**src/rtl/mips_pkg.sv**
```systemverilog
// Shared constants for the MIPS multicycle controller: ALU select codes,
// opcode/funct encodings, FSM states and ALU decode classes.
package mips_pkg;

    localparam int unsigned ALU_SEL_W = 5;
    localparam int unsigned OP_W      = 6;

    localparam logic [ALU_SEL_W-1:0] ALU_AND  = 5'b00000;
    localparam logic [ALU_SEL_W-1:0] ALU_OR   = 5'b00001;
    localparam logic [ALU_SEL_W-1:0] ALU_ADD  = 5'b00010;
    localparam logic [ALU_SEL_W-1:0] ALU_XOR  = 5'b00100;
    localparam logic [ALU_SEL_W-1:0] ALU_NOR  = 5'b00101;
    localparam logic [ALU_SEL_W-1:0] ALU_SUB  = 5'b00110;
    localparam logic [ALU_SEL_W-1:0] ALU_SLT  = 5'b00111;
    localparam logic [ALU_SEL_W-1:0] ALU_SLL  = 5'b01000;
    localparam logic [ALU_SEL_W-1:0] ALU_SRL  = 5'b01001;
    localparam logic [ALU_SEL_W-1:0] ALU_SRA  = 5'b01010;
    localparam logic [ALU_SEL_W-1:0] ALU_SLTU = 5'b01011;

    localparam logic [OP_W-1:0] OP_RTYPE = 6'b000000;
    localparam logic [OP_W-1:0] OP_J     = 6'b000010;
    localparam logic [OP_W-1:0] OP_BEQ   = 6'b000100;
    localparam logic [OP_W-1:0] OP_BNE   = 6'b000101;
    localparam logic [OP_W-1:0] OP_ADDI  = 6'b001000;
    localparam logic [OP_W-1:0] OP_ADDIU = 6'b001001;
    localparam logic [OP_W-1:0] OP_SLTI  = 6'b001010;
    localparam logic [OP_W-1:0] OP_SLTIU = 6'b001011;
    localparam logic [OP_W-1:0] OP_ANDI  = 6'b001100;
    localparam logic [OP_W-1:0] OP_ORI   = 6'b001101;
    localparam logic [OP_W-1:0] OP_XORI  = 6'b001110;
    localparam logic [OP_W-1:0] OP_LW    = 6'b100011;
    localparam logic [OP_W-1:0] OP_SW    = 6'b101011;

    localparam logic [OP_W-1:0] FN_SLL  = 6'b000000;
    localparam logic [OP_W-1:0] FN_SRL  = 6'b000010;
    localparam logic [OP_W-1:0] FN_SRA  = 6'b000011;
    localparam logic [OP_W-1:0] FN_ADD  = 6'b100000;
    localparam logic [OP_W-1:0] FN_ADDU = 6'b100001;
    localparam logic [OP_W-1:0] FN_SUB  = 6'b100010;
    localparam logic [OP_W-1:0] FN_SUBU = 6'b100011;
    localparam logic [OP_W-1:0] FN_AND  = 6'b100100;
    localparam logic [OP_W-1:0] FN_OR   = 6'b100101;
    localparam logic [OP_W-1:0] FN_XOR  = 6'b100110;
    localparam logic [OP_W-1:0] FN_NOR  = 6'b100111;
    localparam logic [OP_W-1:0] FN_SLT  = 6'b101010;
    localparam logic [OP_W-1:0] FN_SLTU = 6'b101011;

    typedef enum logic [3:0] {
        S_FETCH, S_DECODE, S_EXEC_R, S_EXEC_I, S_WB_R, S_WB_I, S_MEM_ADDR,
        S_MEM_RD, S_MEM_WR, S_WB_MEM, S_BRANCH, S_JUMP, S_TRAP
    } state_t;

    // Which decode table drives alu_sel in the current state
    typedef enum logic [1:0] {
        CLS_ADD, CLS_SUB, CLS_R, CLS_I
    } alu_cls_t;

endpackage

```
**src/rtl/alu_sel_decode.sv**
```systemverilog
// Combinational ALU select decode: (state class, opcode, funct) to
// alu_sel, immediate extension mode and instruction legality.
module alu_sel_decode
    import mips_pkg::*;
(
    input  alu_cls_t             cls,
    input  logic [OP_W-1:0]      opcode,
    input  logic [OP_W-1:0]      funct,
    output logic [ALU_SEL_W-1:0] alu_sel,
    output logic                 imm_zext,
    output logic                 legal
);

    logic [ALU_SEL_W-1:0] r_sel;
    logic [ALU_SEL_W-1:0] i_sel;
    logic                 r_ok;
    logic                 i_ok;
    logic                 i_zext;

    always_comb begin
        r_sel = ALU_ADD;
        r_ok  = 1'b1;
        case (funct)
            FN_ADD, FN_ADDU: r_sel = ALU_ADD;
            FN_SUB, FN_SUBU: r_sel = ALU_SUB;
            FN_AND:          r_sel = ALU_AND;
            FN_OR:           r_sel = ALU_OR;
            FN_XOR:          r_sel = ALU_XOR;
            FN_NOR:          r_sel = ALU_NOR;
            FN_SLT:          r_sel = ALU_SLT;
            FN_SLTU:         r_sel = ALU_SLTU;
            FN_SLL:          r_sel = ALU_SLL;
            FN_SRL:          r_sel = ALU_SRL;
            FN_SRA:          r_sel = ALU_SRA;
            default:         r_ok  = 1'b0;
        endcase
    end

    always_comb begin
        i_sel  = ALU_ADD;
        i_ok   = 1'b1;
        i_zext = 1'b0;
        case (opcode)
            OP_ADDI, OP_ADDIU: i_sel = ALU_ADD;
            OP_ANDI:  begin i_sel = ALU_AND; i_zext = 1'b1; end
            OP_ORI:   begin i_sel = ALU_OR;  i_zext = 1'b1; end
            OP_XORI:  begin i_sel = ALU_XOR; i_zext = 1'b1; end
            OP_SLTI:  i_sel = ALU_SLT;
            OP_SLTIU: i_sel = ALU_SLTU;
            default:  i_ok  = 1'b0;
        endcase
    end

    always_comb begin
        legal = i_ok;
        case (opcode)
            OP_RTYPE:                        legal = r_ok;
            OP_LW, OP_SW, OP_BEQ, OP_BNE, OP_J: legal = 1'b1;
            default:                         legal = i_ok;
        endcase
    end

    always_comb begin
        alu_sel  = ALU_ADD;
        imm_zext = 1'b0;
        case (cls)
            CLS_SUB: alu_sel = ALU_SUB;
            CLS_R:   alu_sel = r_sel;
            CLS_I:   begin alu_sel = i_sel; imm_zext = i_zext; end
            default: alu_sel = ALU_ADD;
        endcase
    end

endmodule

```
**src/rtl/mips_multicycle_ctrl.sv**
```systemverilog
// Multicycle MIPS control FSM: sequences fetch/decode/execute/memory/writeback
// and drives ALU select, datapath muxes, strobes and the memory handshake.
module mips_multicycle_ctrl
    import mips_pkg::*;
#(
    parameter int unsigned MEM_TIMEOUT = 255
) (
    input  logic                 clk,
    input  logic                 rst_n,
    input  logic [OP_W-1:0]      opcode,
    input  logic [OP_W-1:0]      funct,
    input  logic                 zero,
    input  logic                 mem_ready,
    output logic                 mem_req,
    output logic                 mem_we,
    output logic                 iord,
    output logic                 ir_write,
    output logic                 pc_write,
    output logic                 reg_write,
    output logic                 reg_dst,
    output logic                 mem_to_reg,
    output logic                 alu_src_a,
    output logic [1:0]           alu_src_b,
    output logic                 imm_zext,
    output logic [1:0]           pc_src,
    output logic [ALU_SEL_W-1:0] alu_sel,
    output logic                 illegal_instr,
    output logic                 bus_error,
    output logic [31:0]          instr_count
);

    localparam int unsigned WAIT_W = (MEM_TIMEOUT > 1) ? $clog2(MEM_TIMEOUT) : 1;

    state_t               state;
    state_t               state_nx;
    logic [WAIT_W-1:0]    wait_cnt;
    alu_cls_t             cls;
    logic [ALU_SEL_W-1:0] dec_sel;
    logic                 dec_zext;
    logic                 dec_legal;
    logic                 waiting_c;
    logic                 timeout_c;
    logic                 retire_c;

    assign cls = (state == S_EXEC_R) ? CLS_R :
                 (state == S_EXEC_I) ? CLS_I :
                 (state == S_BRANCH) ? CLS_SUB : CLS_ADD;

    alu_sel_decode u_alu_sel_decode (
        .cls      (cls),
        .opcode   (opcode),
        .funct    (funct),
        .alu_sel  (dec_sel),
        .imm_zext (dec_zext),
        .legal    (dec_legal)
    );

    // Next state and per-state outputs; reset masks every strobe
    always_comb begin
        state_nx   = state;
        mem_req    = 1'b0;
        mem_we     = 1'b0;
        iord       = 1'b0;
        ir_write   = 1'b0;
        pc_write   = 1'b0;
        reg_write  = 1'b0;
        reg_dst    = 1'b0;
        mem_to_reg = 1'b0;
        alu_src_a  = 1'b0;
        alu_src_b  = 2'b00;
        pc_src     = 2'b00;
        retire_c   = 1'b0;
        alu_sel    = dec_sel;
        imm_zext   = dec_zext;

        case (state)
            S_FETCH: begin
                mem_req   = 1'b1;
                alu_src_b = 2'b01;
                if (mem_ready) begin
                    ir_write = 1'b1;
                    pc_write = 1'b1;
                    state_nx = S_DECODE;
                end
            end
            S_DECODE: begin
                alu_src_b = 2'b11;
                if (!dec_legal) begin
                    state_nx = S_TRAP;
                end else begin
                    case (opcode)
                        OP_RTYPE:      state_nx = S_EXEC_R;
                        OP_LW, OP_SW:  state_nx = S_MEM_ADDR;
                        OP_BEQ, OP_BNE: state_nx = S_BRANCH;
                        OP_J:          state_nx = S_JUMP;
                        default:       state_nx = S_EXEC_I;
                    endcase
                end
            end
            S_EXEC_R: begin
                alu_src_a = 1'b1;
                state_nx  = S_WB_R;
            end
            S_EXEC_I: begin
                alu_src_a = 1'b1;
                alu_src_b = 2'b10;
                state_nx  = S_WB_I;
            end
            S_WB_R: begin
                reg_write = 1'b1;
                reg_dst   = 1'b1;
                retire_c  = 1'b1;
                state_nx  = S_FETCH;
            end
            S_WB_I: begin
                reg_write = 1'b1;
                retire_c  = 1'b1;
                state_nx  = S_FETCH;
            end
            S_MEM_ADDR: begin
                alu_src_a = 1'b1;
                alu_src_b = 2'b10;
                state_nx  = (opcode == OP_LW) ? S_MEM_RD : S_MEM_WR;
            end
            S_MEM_RD: begin
                mem_req = 1'b1;
                iord    = 1'b1;
                if (mem_ready) state_nx = S_WB_MEM;
            end
            S_MEM_WR: begin
                mem_req = 1'b1;
                iord    = 1'b1;
                mem_we  = 1'b1;
                if (mem_ready) begin
                    retire_c = 1'b1;
                    state_nx = S_FETCH;
                end
            end
            S_WB_MEM: begin
                reg_write  = 1'b1;
                mem_to_reg = 1'b1;
                retire_c   = 1'b1;
                state_nx   = S_FETCH;
            end
            S_BRANCH: begin
                alu_src_a = 1'b1;
                pc_src    = 2'b01;
                pc_write  = ((opcode == OP_BEQ) && zero) || ((opcode == OP_BNE) && !zero);
                retire_c  = 1'b1;
                state_nx  = S_FETCH;
            end
            S_JUMP: begin
                pc_src   = 2'b10;
                pc_write = 1'b1;
                retire_c = 1'b1;
                state_nx = S_FETCH;
            end
            S_TRAP:  state_nx = S_TRAP;
            default: state_nx = S_FETCH;
        endcase

        waiting_c = mem_req && !mem_ready;
        timeout_c = (MEM_TIMEOUT != 0) && waiting_c &&
                    (wait_cnt == WAIT_W'(MEM_TIMEOUT - 1));
        if (timeout_c) state_nx = S_TRAP;

        if (!rst_n) begin
            mem_req    = 1'b0;
            mem_we     = 1'b0;
            iord       = 1'b0;
            ir_write   = 1'b0;
            pc_write   = 1'b0;
            reg_write  = 1'b0;
            reg_dst    = 1'b0;
            mem_to_reg = 1'b0;
            alu_src_a  = 1'b0;
            alu_src_b  = 2'b00;
            pc_src     = 2'b00;
            imm_zext   = 1'b0;
            alu_sel    = ALU_ADD;
            retire_c   = 1'b0;
        end
    end

    always_ff @(posedge clk) begin
        if (!rst_n) begin
            state         <= S_FETCH;
            wait_cnt      <= '0;
            illegal_instr <= 1'b0;
            bus_error     <= 1'b0;
            instr_count   <= '0;
        end else begin
            state <= state_nx;
            // Waiting never coincides with a state change except on timeout
            if (waiting_c && !timeout_c) wait_cnt <= wait_cnt + WAIT_W'(1);
            else                         wait_cnt <= '0;
            if ((state == S_DECODE) && !dec_legal) illegal_instr <= 1'b1;
            if (timeout_c)                         bus_error     <= 1'b1;
            if (retire_c) instr_count <= instr_count + 32'd1;
        end
    end

endmodule

```
**config.mk**
```make
export PLATFORM = sky130hd
export DESIGN_NAME = mips_multicycle_ctrl
export DESIGN_NICKNAME = d
export VERILOG_FILES = /design/src/rtl/mips_pkg.sv /design/src/rtl/alu_sel_decode.sv /design/src/rtl/mips_multicycle_ctrl.sv
export SDC_FILE = /design/constraint.sdc
export NUM_CORES = 1
export LEC_CHECK = 0
export CAP_MARGIN = 30
export CORE_MARGIN = 10
export CORE_UTILIZATION = 35
export CTS_CLUSTER_SIZE = 8
export DETAILED_ROUTE_END_ITERATION = 6
export DONT_BUFFER_PORTS = 1
export PLACE_DENSITY = 0.46
export SLEW_MARGIN = 20
export SYNTH_ARGS = -nofsm -noshare
export SYNTH_HDL_FRONTEND = slang
export SYNTH_SLANG_ARGS = --single-unit
export TNS_END_PERCENT = 10
```
**constraint.sdc**
```tcl
create_clock -name clk -period 5.23 [get_ports clk]
set_clock_uncertainty 0.2 [all_clocks]
set_input_delay 1.046 -clock clk [delete_from_list [all_inputs] [get_ports clk]]
set_output_delay 1.046 -clock clk [all_outputs]
set_load 0.1 [all_outputs]
```
# ---- After elaboration in Yosys (flattened, before gate mapping)
# Index checks and enable logic that the tools add are counted.
dict set report totals {
  output_inout_bits 53
  input_bits 16
  regBits 46
  wordCells 132
}
dict set report classes {
  eq_ne 46
  addsub 2
  n_bitwise 1
  mux 46
  n_reduce_logical 31
}
# cell n
set op_table {}
lappend op_table {{$eq A6 B6 Y1 const B} 12}
lappend op_table {{$eq A6 B4 Y1 const B} 7}
lappend op_table {{$pmux W4 S10} 1}
lappend op_table {{$add A32 B1 Y32 const B} 1}
lappend op_table {{$pmux W4 S8} 1}
lappend op_table {{$mux W1} 25}
lappend op_table {{$mux W4} 6}
lappend op_table {{$eq A4 B4 Y1 const B} 5}
lappend op_table {{$pmux W4 S5} 1}
lappend op_table {{$eq A6 B2 Y1 const B} 3}
lappend op_table {{$eq A4 B3 Y1 const B} 4}
lappend op_table {{$pmux W4 S4} 1}
lappend op_table {{$reduce_or A13 Y1} 1}
lappend op_table {{$eq A6 B3 Y1 const B} 2}
lappend op_table {{$logic_not A6 Y1} 2}
lappend op_table {{$pmux W4 S3} 1}
lappend op_table {{$reduce_or A2 Y1} 6}
lappend op_table {{$reduce_or A5 Y1} 2}
lappend op_table {{$ne A3 B3 Y1 const B} 3}
lappend op_table {{$reduce_or A3 Y1} 3}
lappend op_table {{$add A8 B1 Y8 const B} 1}
lappend op_table {{$eq A4 B2 Y1 const B} 2}
lappend op_table {{$eq A8 B8 Y1 const B} 1}
lappend op_table {{$mux W2} 4}
lappend op_table {{18 further kinds} 31}

# ---- Logic depth before layout (Yosys ltp)
# Gate-level depths: netlist of run 1.
dict set report logic_depth {
  ltp_word 8
  depth_mapped 7
  ltp_nobuf 7
}

# ---- Cells and area by module
# Synthesis of run 1 repeated with hierarchy kept, for this count alone.
dict set report unflattened {
  hier_cells 378
  area_unflattened_um2 2836.5
}
# module cells_per_inst area_each_um2 n_inst seq_area_each_um2
set modules_own_cells {}
lappend modules_own_cells {mips_multicycle_ctrl 327 2537.4 1 920.9}
lappend modules_own_cells {alu_sel_decode 51 299.0 1 0.0}

# ---- Worst setup path before layout of run 1
# OpenSTA, ideal clock, no wires.
dict set report synth_timing {
  kind {in2out}
  from {input port opcode[5]}
  to {output port imm_zext}
  arrival_time_ns 4.416
  n_path_buf 1
  path_stages 4
  path_slack_ns -0.432
  t_required_ns 3.984
  path_cell_list {buf_2 > nor3_1 > nand3_1 > nor4_1}
}
dict set report synth_between {
  elab_chain_cells 5
  word_cells_on_any_way 7
  cone_classes {eq/ne: 3; mux: 3; reduce/logical: 1}
}
# element line_no
set synth_lines {}
lappend synth_lines {{start, declared} mips_multicycle_ctrl.sv:10} ;# input logic [OP_W-1:0] opcode,
lappend synth_lines {{$eq A6 B4 Y1} alu_sel_decode.sv:43} ;# case (opcode)
lappend synth_lines {{$reduce_or A3 Y1 (no source line) *} n/a}
lappend synth_lines {{$mux W1 *} alu_sel_decode.sv:43}
lappend synth_lines {{$mux W1 *} alu_sel_decode.sv:66} ;# case (cls)
lappend synth_lines {{$mux W1 *} mips_multicycle_ctrl.sv:167} ;# if (!rst_n) begin
lappend synth_lines {{end, declared} mips_multicycle_ctrl.sv:24} ;# output logic imm_zext,
# Mark *: on every way between the ends. The rest lies on a longest branch, timed or not.

# ---- Worst setup path after layout of run 1
dict set report layout_timing {
  from {register state[0]}
  to {output port alu_sel[3]}
}
dict set report layout_between {
  elab_chain_cells 7
  word_cells_on_any_way 11
  cone_classes {eq/ne: 6; mux: 5}
}
# element line_no
set layout_lines {}
lappend layout_lines {{start, declared} mips_multicycle_ctrl.sv:34} ;# state_t state;
lappend layout_lines {{start signal, assigned} mips_multicycle_ctrl.sv:193} ;# state <= state_nx;
lappend layout_lines {{$eq A4 B4 Y1} mips_multicycle_ctrl.sv:47} ;# (state == S_BRANCH) ? CLS_SUB : CLS_ADD;
lappend layout_lines {{$mux W1} mips_multicycle_ctrl.sv:47}
lappend layout_lines {{$mux W2} mips_multicycle_ctrl.sv:46} ;# (state == S_EXEC_I) ? CLS_I :
lappend layout_lines {{$mux W2 *} mips_multicycle_ctrl.sv:45} ;# assign cls = (state == S_EXEC_R) ? CLS_R :
lappend layout_lines {{$eq A2 B2 Y1 / $eq A2 B1 Y1 (equally long branches)} alu_sel_decode.sv:66}
lappend layout_lines {{$pmux W4 S3 *} alu_sel_decode.sv:66}
lappend layout_lines {{$mux W5 *} mips_multicycle_ctrl.sv:167}
lappend layout_lines {{end, declared} mips_multicycle_ctrl.sv:26} ;# output logic [ALU_SEL_W-1:0] alu_sel,
# Marked as above.

==> metrics.yaml, run 1 <==
cts_tree: "built"
vias: 2887
slew_violations: 0
path_clk_slew_ns: 0.09
maxSlewHeadroom_pct: 31.9
rsz0062_at_grt: "no"
cts_root_buffer: "clkbuf_8"
dieArea_sq_um: 12600
worstSetupStartpointType: "register"
stdcell_area_sq_um: 4100
ir_drop_mv: 0.182
outcome: "finished clean"
synth_edf_count: 0
setup_tns_ns: 0
wl_per_cell_um: 16.4
period_minus_slack_ns: 3.69
htreeDepth: 2
drc: 0
ioPinCount: 69
fmax_mhz: 271
grtUsageTotal_pct: 13.0
ys_warn_count: 0
seqCellArea_sq_um: 921
start_util_pct: 36.1
p_leak_nw: 1.46
yosysTopAreaCell: "dfxtp_1"
power.density_nw_per_um2: 238
ys_ff_latch: 46
die_w_um: 112
worstPathRequired_ns: 3.98
tightest_slew_ns: 1.02
setup_viol: 0
die_h_um: 112
cts_resized: 0
post-cts-setup-buffer-count: 0
ant_nets: 0
wl_um: 8610
yosysMostFrequentCell: "dfxtp_1"
final_util_pct: 49.8
grt_pass1_wl_um: 14100
holdWs_ns: 0.306
fp-row-count: 33
cp_data_arrival_time_ns: 2.44
worstPathMaxFanout: 21
dpl.hpwl_um: 6300
ctsHoldBuffers: 0
synth_ff_type: "dfxtp_1"
multi_input_area_sq_um: 1950
portBuffers: 0
cts_max_path_buffers: 2
fin_crit_sh_pct: 70.6
grt-ovfl-total: 0
drtIter0Drc: 98
syn_area_per_cell_sq_um: 7.98
grt_pass1_vias: 2721
synthesis.nets: 391
grt_max_degree: 32
nFillCells: 791
finalHoldViolations: 0
ys_async_sr_fraction_pct: 0
drive_gt1_share_pct: 21.5
holdPathStages: 1
antenna_found_initial: 0
clock_sinks: 46
synth_seq_area_share_pct: 31.0
yosysTopAreaCellShare_pct: 31.0
core_sq_um: 8220
synth.cell_area_sq_um: 2970
synthTopCellsByCount: "dfxtp_1 (46), nor2_1 (36), nand2_1 (28)"
nets: 437
r2r_cells: 5
hold_path.class: "reg2reg"
critical_path_class: "reg2out"
gp_congestion: 0.782
clk-insertion-delay-late_ns: 0.30
cts_buffers: 5
diodes: 0
reg2reg_setup_slack_ns: 2.19
syn_inst: 372
yosysUniqueCellTypes: 62
crit_path_end_kind: "primary output"
maxCapViolations: 0
first_pass_iters: 4
placed_cell_area_sq_um: 3750
synth_area_leaders: "dfxtp_1 (31%), nor2_1 (4.6%), a21oi_1 (4.0%), nand2_1 (3.5%), xor2_1 (3.2%)"
syn_to_final_growth_pct: 37.9
drt-vias-per-instance: 5.51
## worst max-delay path, stage by stage (launching register included)
cell	delay, ns
dfxtp_1	0.80
nand2_1	0.10
nor3_1	0.29
nand3_1	0.13
or3_1	0.37
a21oi_2	0.14
buf_4	0.31
## state kept, by name, indices dropped and copies added, names as in the netlist
name           cells
instr_count       32
wait_cnt           8
state              4
bus_error          1
illegal_instr      1
## final timing paths
| check | to | startpoint |
|---|---|---|
| worst min-delay path | wait_cnt[0]$_SDFF_PN0_ | wait_cnt[0]$_SDFF_PN0_ |
| worst max register to register | instr_count[31]$_SDFFE_PN0P_ | instr_count[10]$_SDFFE_PN0P_ |
| worst min register to register | wait_cnt[0]$_SDFF_PN0_ | wait_cnt[0]$_SDFF_PN0_ |
| worst max-delay path | alu_sel[3] | state[0]$_SDFFE_PP0P_ |
## stage by stage
stage	instances	setup WS, ns	power (mW)
floorplan	372	0.476	0.628
finish	524	1.54	0.976
detailed placement	498	1.66	0.712
CTS	506	1.53	0.986
global route	524	1.30	1.02
global placement	469	1.57	0.676
## where the power goes
| group | switching (mW) | internal (mW) | total [mW] | leakage (nW) |
|---|---|---|---|---|
| registers | 0.0496 | 0.361 | 0.410 | 0.371 |
| logic | 0.193 | 0.102 | 0.295 | 1.03 |
| clock network | 0.127 | 0.143 | 0.270 | 0.0514 |
## metal layers
metal  vias up  GRT usage, %  part of all wire [%]
met5         -             0                     0
met4         0          3.13                  0.91
li1       1461             -                     -
met1      1364          15.3                    43
met2        56          21.7                    49
met3         6          5.06                   7.7
## cell families (layout without fill, tap and decap cells)
kind of cell    count (synthesis)  count (layout)  synth area share [%]
simple gates                  178             178                  35.8
other cells                     1               1                 0.126
fa+ha+maj                       3               3                  1.26
xor+xnor                       15              15                  4.42
mux                             6               6                  2.02
buf+inv                        38              85                  6.11
flops                          46              46                  31.0
compound gates                 85              85                  19.2
## cell type report
class | instances | share of cell area (%)
Multi-Input combinational cell | 288 | 47.5
Timing Repair Buffer | 65 | 23.0
Sequential cell | 46 | 22.5
Tap cell | 105 | 3.21
Clock buffer | 6 | 1.77
Inverter | 12 | 1.10
Clock inverter | 2 | 0.917
## placed cells by master (no fill, tap or decap), types with 3 or more instances in the layout
cell type | synthesis | routed
nand3b_1 | 5 | 5
nor3b_1 | 4 | 4
nor4_4 | 2 | 3
a21oi_1 | 24 | 22
clkbuf_1 | 14 | 8
buf_4 | 1 | 15
o21ai_0 | 19 | 19
and4_1 | 3 | 3
nor2b_1 | 4 | 4
o21a_1 | 3 | 3
o41ai_1 | 6 | 6
clkbuf_8 | 0 | 5
inv_1 | 11 | 11
and2_1 | 4 | 4
dfxtp_1 | 46 | 46
nor4_1 | 4 | 3
nor3_2 | 0 | 3
ha_1 | 3 | 3
xor2_1 | 11 | 11
o211ai_1 | 3 | 3
nand2b_1 | 11 | 11
nand3_1 | 18 | 18
nand2_1 | 28 | 28
buf_6 | 4 | 3
xnor2_1 | 4 | 4
buf_8 | 0 | 4
a31oi_1 | 5 | 5
nor2_2 | 0 | 8
and3_1 | 3 | 3
buf_1 | 3 | 7
clkbuf_2 | 0 | 3
nor2_1 | 36 | 28
nand4_1 | 12 | 12
mux2i_1 | 6 | 6
nor3_1 | 13 | 10
buf_16 | 0 | 23
or3_1 | 15 | 15
Note: power is estimated with default switching activity, not from simulation.
==> run 2: changes to the inputs <==
==> constraint.sdc (replaced) <==
create_clock -name clk -period 3.65 [get_ports clk]
set_clock_uncertainty 0.2 [all_clocks]
set_input_delay 0.73 -clock clk [delete_from_list [all_inputs] [get_ports clk]]
set_output_delay 0.73 -clock clk [all_outputs]
set_load 0.1 [all_outputs]
==> run 2 against run 1 <==
Largest power group unchanged. Sequential power rose by 35%. Wire length fell by 3.3%. Critical endpoint unchanged. Critical path depth did not move. Clock power rose by 16%.
==> metrics.yaml, run 2 (same netlist as run 1, synthesis figures left out) <==
slew_violations: 0  # unchanged
met2WireLength_um: 4110  # -2.0%
vias: 2846  # -1.4%
drt-vias-per-instance: 5.52  # +0.11%
fmax_mhz: 319
ir_drop_mv: 0.162  # -11%
diodes: 0  # unchanged
nets: 429  # -1.8%
cts_tree: "built"
r2r_cells: 7  # +2
htreeDepth: 2  # unchanged
final_util_pct: 44.1  # -5.7 points
finalHoldViolations: 0  # unchanged
post-cts-setup-buffer-count: 0  # unchanged
grtUsageTotal_pct: 12.9  # -0.035 points
final_common_cell: "buf_4"
period_minus_slack_ns: 3.13
rr_startpoint: "state[1]$_SDFFE_PP0P_"
antenna_found_initial: 0  # unchanged
grt_pass1_wl_um: 14100  # +0.19%
crit_cells: 6  # unchanged
fp-row-count: 33  # unchanged
syn_to_final_growth_pct: 22.0
hold_path.class: "reg2reg"
setup.worst_path.end: "alu_sel[3]"
maxCapViolations: 0  # unchanged
p_leak_nw: 1.34  # -8.3%
worstReg2RegEnd: "instr_count[31]$_SDFFE_PN0P_"
worst-path-buf-inv: 1  # unchanged
portBuffers: 0  # unchanged
clock_sinks: 46  # unchanged
critical_path_class: "reg2out"
crit_start: "state[0]$_SDFFE_PP0P_"
ioPinCount: 69  # unchanged
wl_met3_um: 499  # -25%
tightest_slew_ns: 1.02  # +0.00138 ns
worstPathRequired_ns: 2.72  # -1.26 ns
start_util_pct: 36.1  # unchanged
setup_viol: 0  # unchanged
nFillCells: 845  # +6.8%
cpPeakStageDelay_ns: 0.57  # -0.23 ns
grt_pass1_vias: 2733  # +0.44%
drc: 0  # unchanged
cp_data_arrival_time_ns: 2.20  # -0.24 ns
cts_buffers: 5  # unchanged
outcome: "finished clean"
fin_crit_sh_pct: 85.8
largest_reg_flops: 32  # unchanged
top_layer: "met4"
dp_cells: 508  # +2.0%
crit_path_end_kind: "primary output"
cts_root_buffer: "clkbuf_8"
dieArea_sq_um: 12600  # unchanged
wl_met1_um: 3630  # -0.98%
path_clk_slew_ns: 0.09  # about the same
reg2reg_setup_slack_ns: 0.84  # -1.35 ns
reg.largest.list: "instr_count (32), wait_cnt (8), state (4)"
dpl.hpwl_um: 6320  # +0.27%
path_cells: "nand2_1, nor3_1, nand3_1, or3_1, a21oi_2, buf_4"
core_sq_um: 8220  # unchanged
wl_per_cell_um: 16.1  # -1.8%
cts_resized: 0  # unchanged
gp_congestion: 0.791  # +1.2%
worstPathMaxFanout: 11  # -48%
cts_max_path_buffers: 2  # unchanged
maxSlewHeadroom_pct: 31.8  # -0.092 points
crit_slowest_cell: "dfxtp_1"
final_cell_mix: "buf_4 (51), dfxtp_1 (46), nand2_1 (28), nor2_1 (28), a21oi_1 (22)"
worstSetupStartpointType: "register"
die_h_um: 112  # unchanged
wl_um: 8330  # -3.3%
die_w_um: 112  # unchanged
grt-ovfl-total: 0  # unchanged
largest_register: "instr_count"
path_delay_family: "simple AND/OR/NAND/NOR gates"
p_total_mw: 1.30  # +33%
ant_nets: 0  # unchanged
power.density_nw_per_um2: 358  # +50%
ctsHoldBuffers: 0  # unchanged
drtIter0Drc: 125  # +28%
drive_gt1_share_pct: 22.9  # +1.4 points
grt_max_degree: 32  # unchanged
final_cells: 516  # -1.5%
clk-insertion-delay-late_ns: 0.29  # about the same
first_pass_iters: 4  # unchanged
rsz0062_at_grt: "no"
-- run 2: cell count changes in the layout (fill, tap and decap cells not counted), moves of 2 or more --
cell      before  now
buf_1          7    2
buf_16        23    2
buf_2          2    0
buf_4         15   51
buf_6          3    0
buf_8          4    0
clkbuf_1       8    1
clkbuf_2       3    0
-- run 2: stage by stage --
stage | TNS, ns | setup slack (ns) | area [sq um] | hold WS, ns
after floorplan | -2.04 | -0.446 | 2980 | 0.253
after global placement | 0 | 0.738 | 3470 | 0.284
after detailed placement | 0 | 0.716 | 3540 | 0.287
after CTS | 0 | 0.505 | 3620 | 0.306
after global routing | 0 | 0.296 | 3620 | 0.334
final | 0 | 0.520 | 3620 | 0.300
-- run 2: final cells by class --
class / instances / area [sq um] / area share, %
clock buffer: 6 / 72.6 / 2.00
tap: 105 / 131 / 3.63
sequential: 46 / 921 / 25.4
inverter: 12 / 45.0 / 1.24
multi-input combinational: 288 / 1940 / 53.7
timing repair buffer: 57 / 495 / 13.7
clock inverter: 2 / 13.8 / 0.380
-- run 2: where the power goes --
| part | internal [mW] | leakage [nW] | switching [mW] | total [mW] |
|---|---|---|---|---|
| logic | 0.128 | 0.919 | 0.299 | 0.428 |
| clock network | 0.136 | 0.0452 | 0.178 | 0.314 |
| registers | 0.517 | 0.371 | 0.0383 | 0.555 |
-- run 2: metal layers --
metal  vias to the layer above  track usage, %
met2                        61            22.9
met3                         4            3.83
met4                         0            2.79
li1                       1444               -
met1                      1337            15.1
met5                         -               0
-- run 2: how the worst min path moves through the flow --
stage,start,end,slack (ns),cells after the start
after floorplan,wait_cnt[0]$_SDFF_PN0_,wait_cnt[0]$_SDFF_PN0_,0.25,1
after global placement,wait_cnt[0]$_SDFF_PN0_,wait_cnt[0]$_SDFF_PN0_,0.28,1
after detailed placement,wait_cnt[0]$_SDFF_PN0_,wait_cnt[0]$_SDFF_PN0_,0.29,1
after CTS,wait_cnt[0]$_SDFF_PN0_,wait_cnt[0]$_SDFF_PN0_,0.31,1
after global routing,wait_cnt[0]$_SDFF_PN0_,wait_cnt[0]$_SDFF_PN0_,0.33,1
final,wait_cnt[0]$_SDFF_PN0_,wait_cnt[0]$_SDFF_PN0_,0.30,1
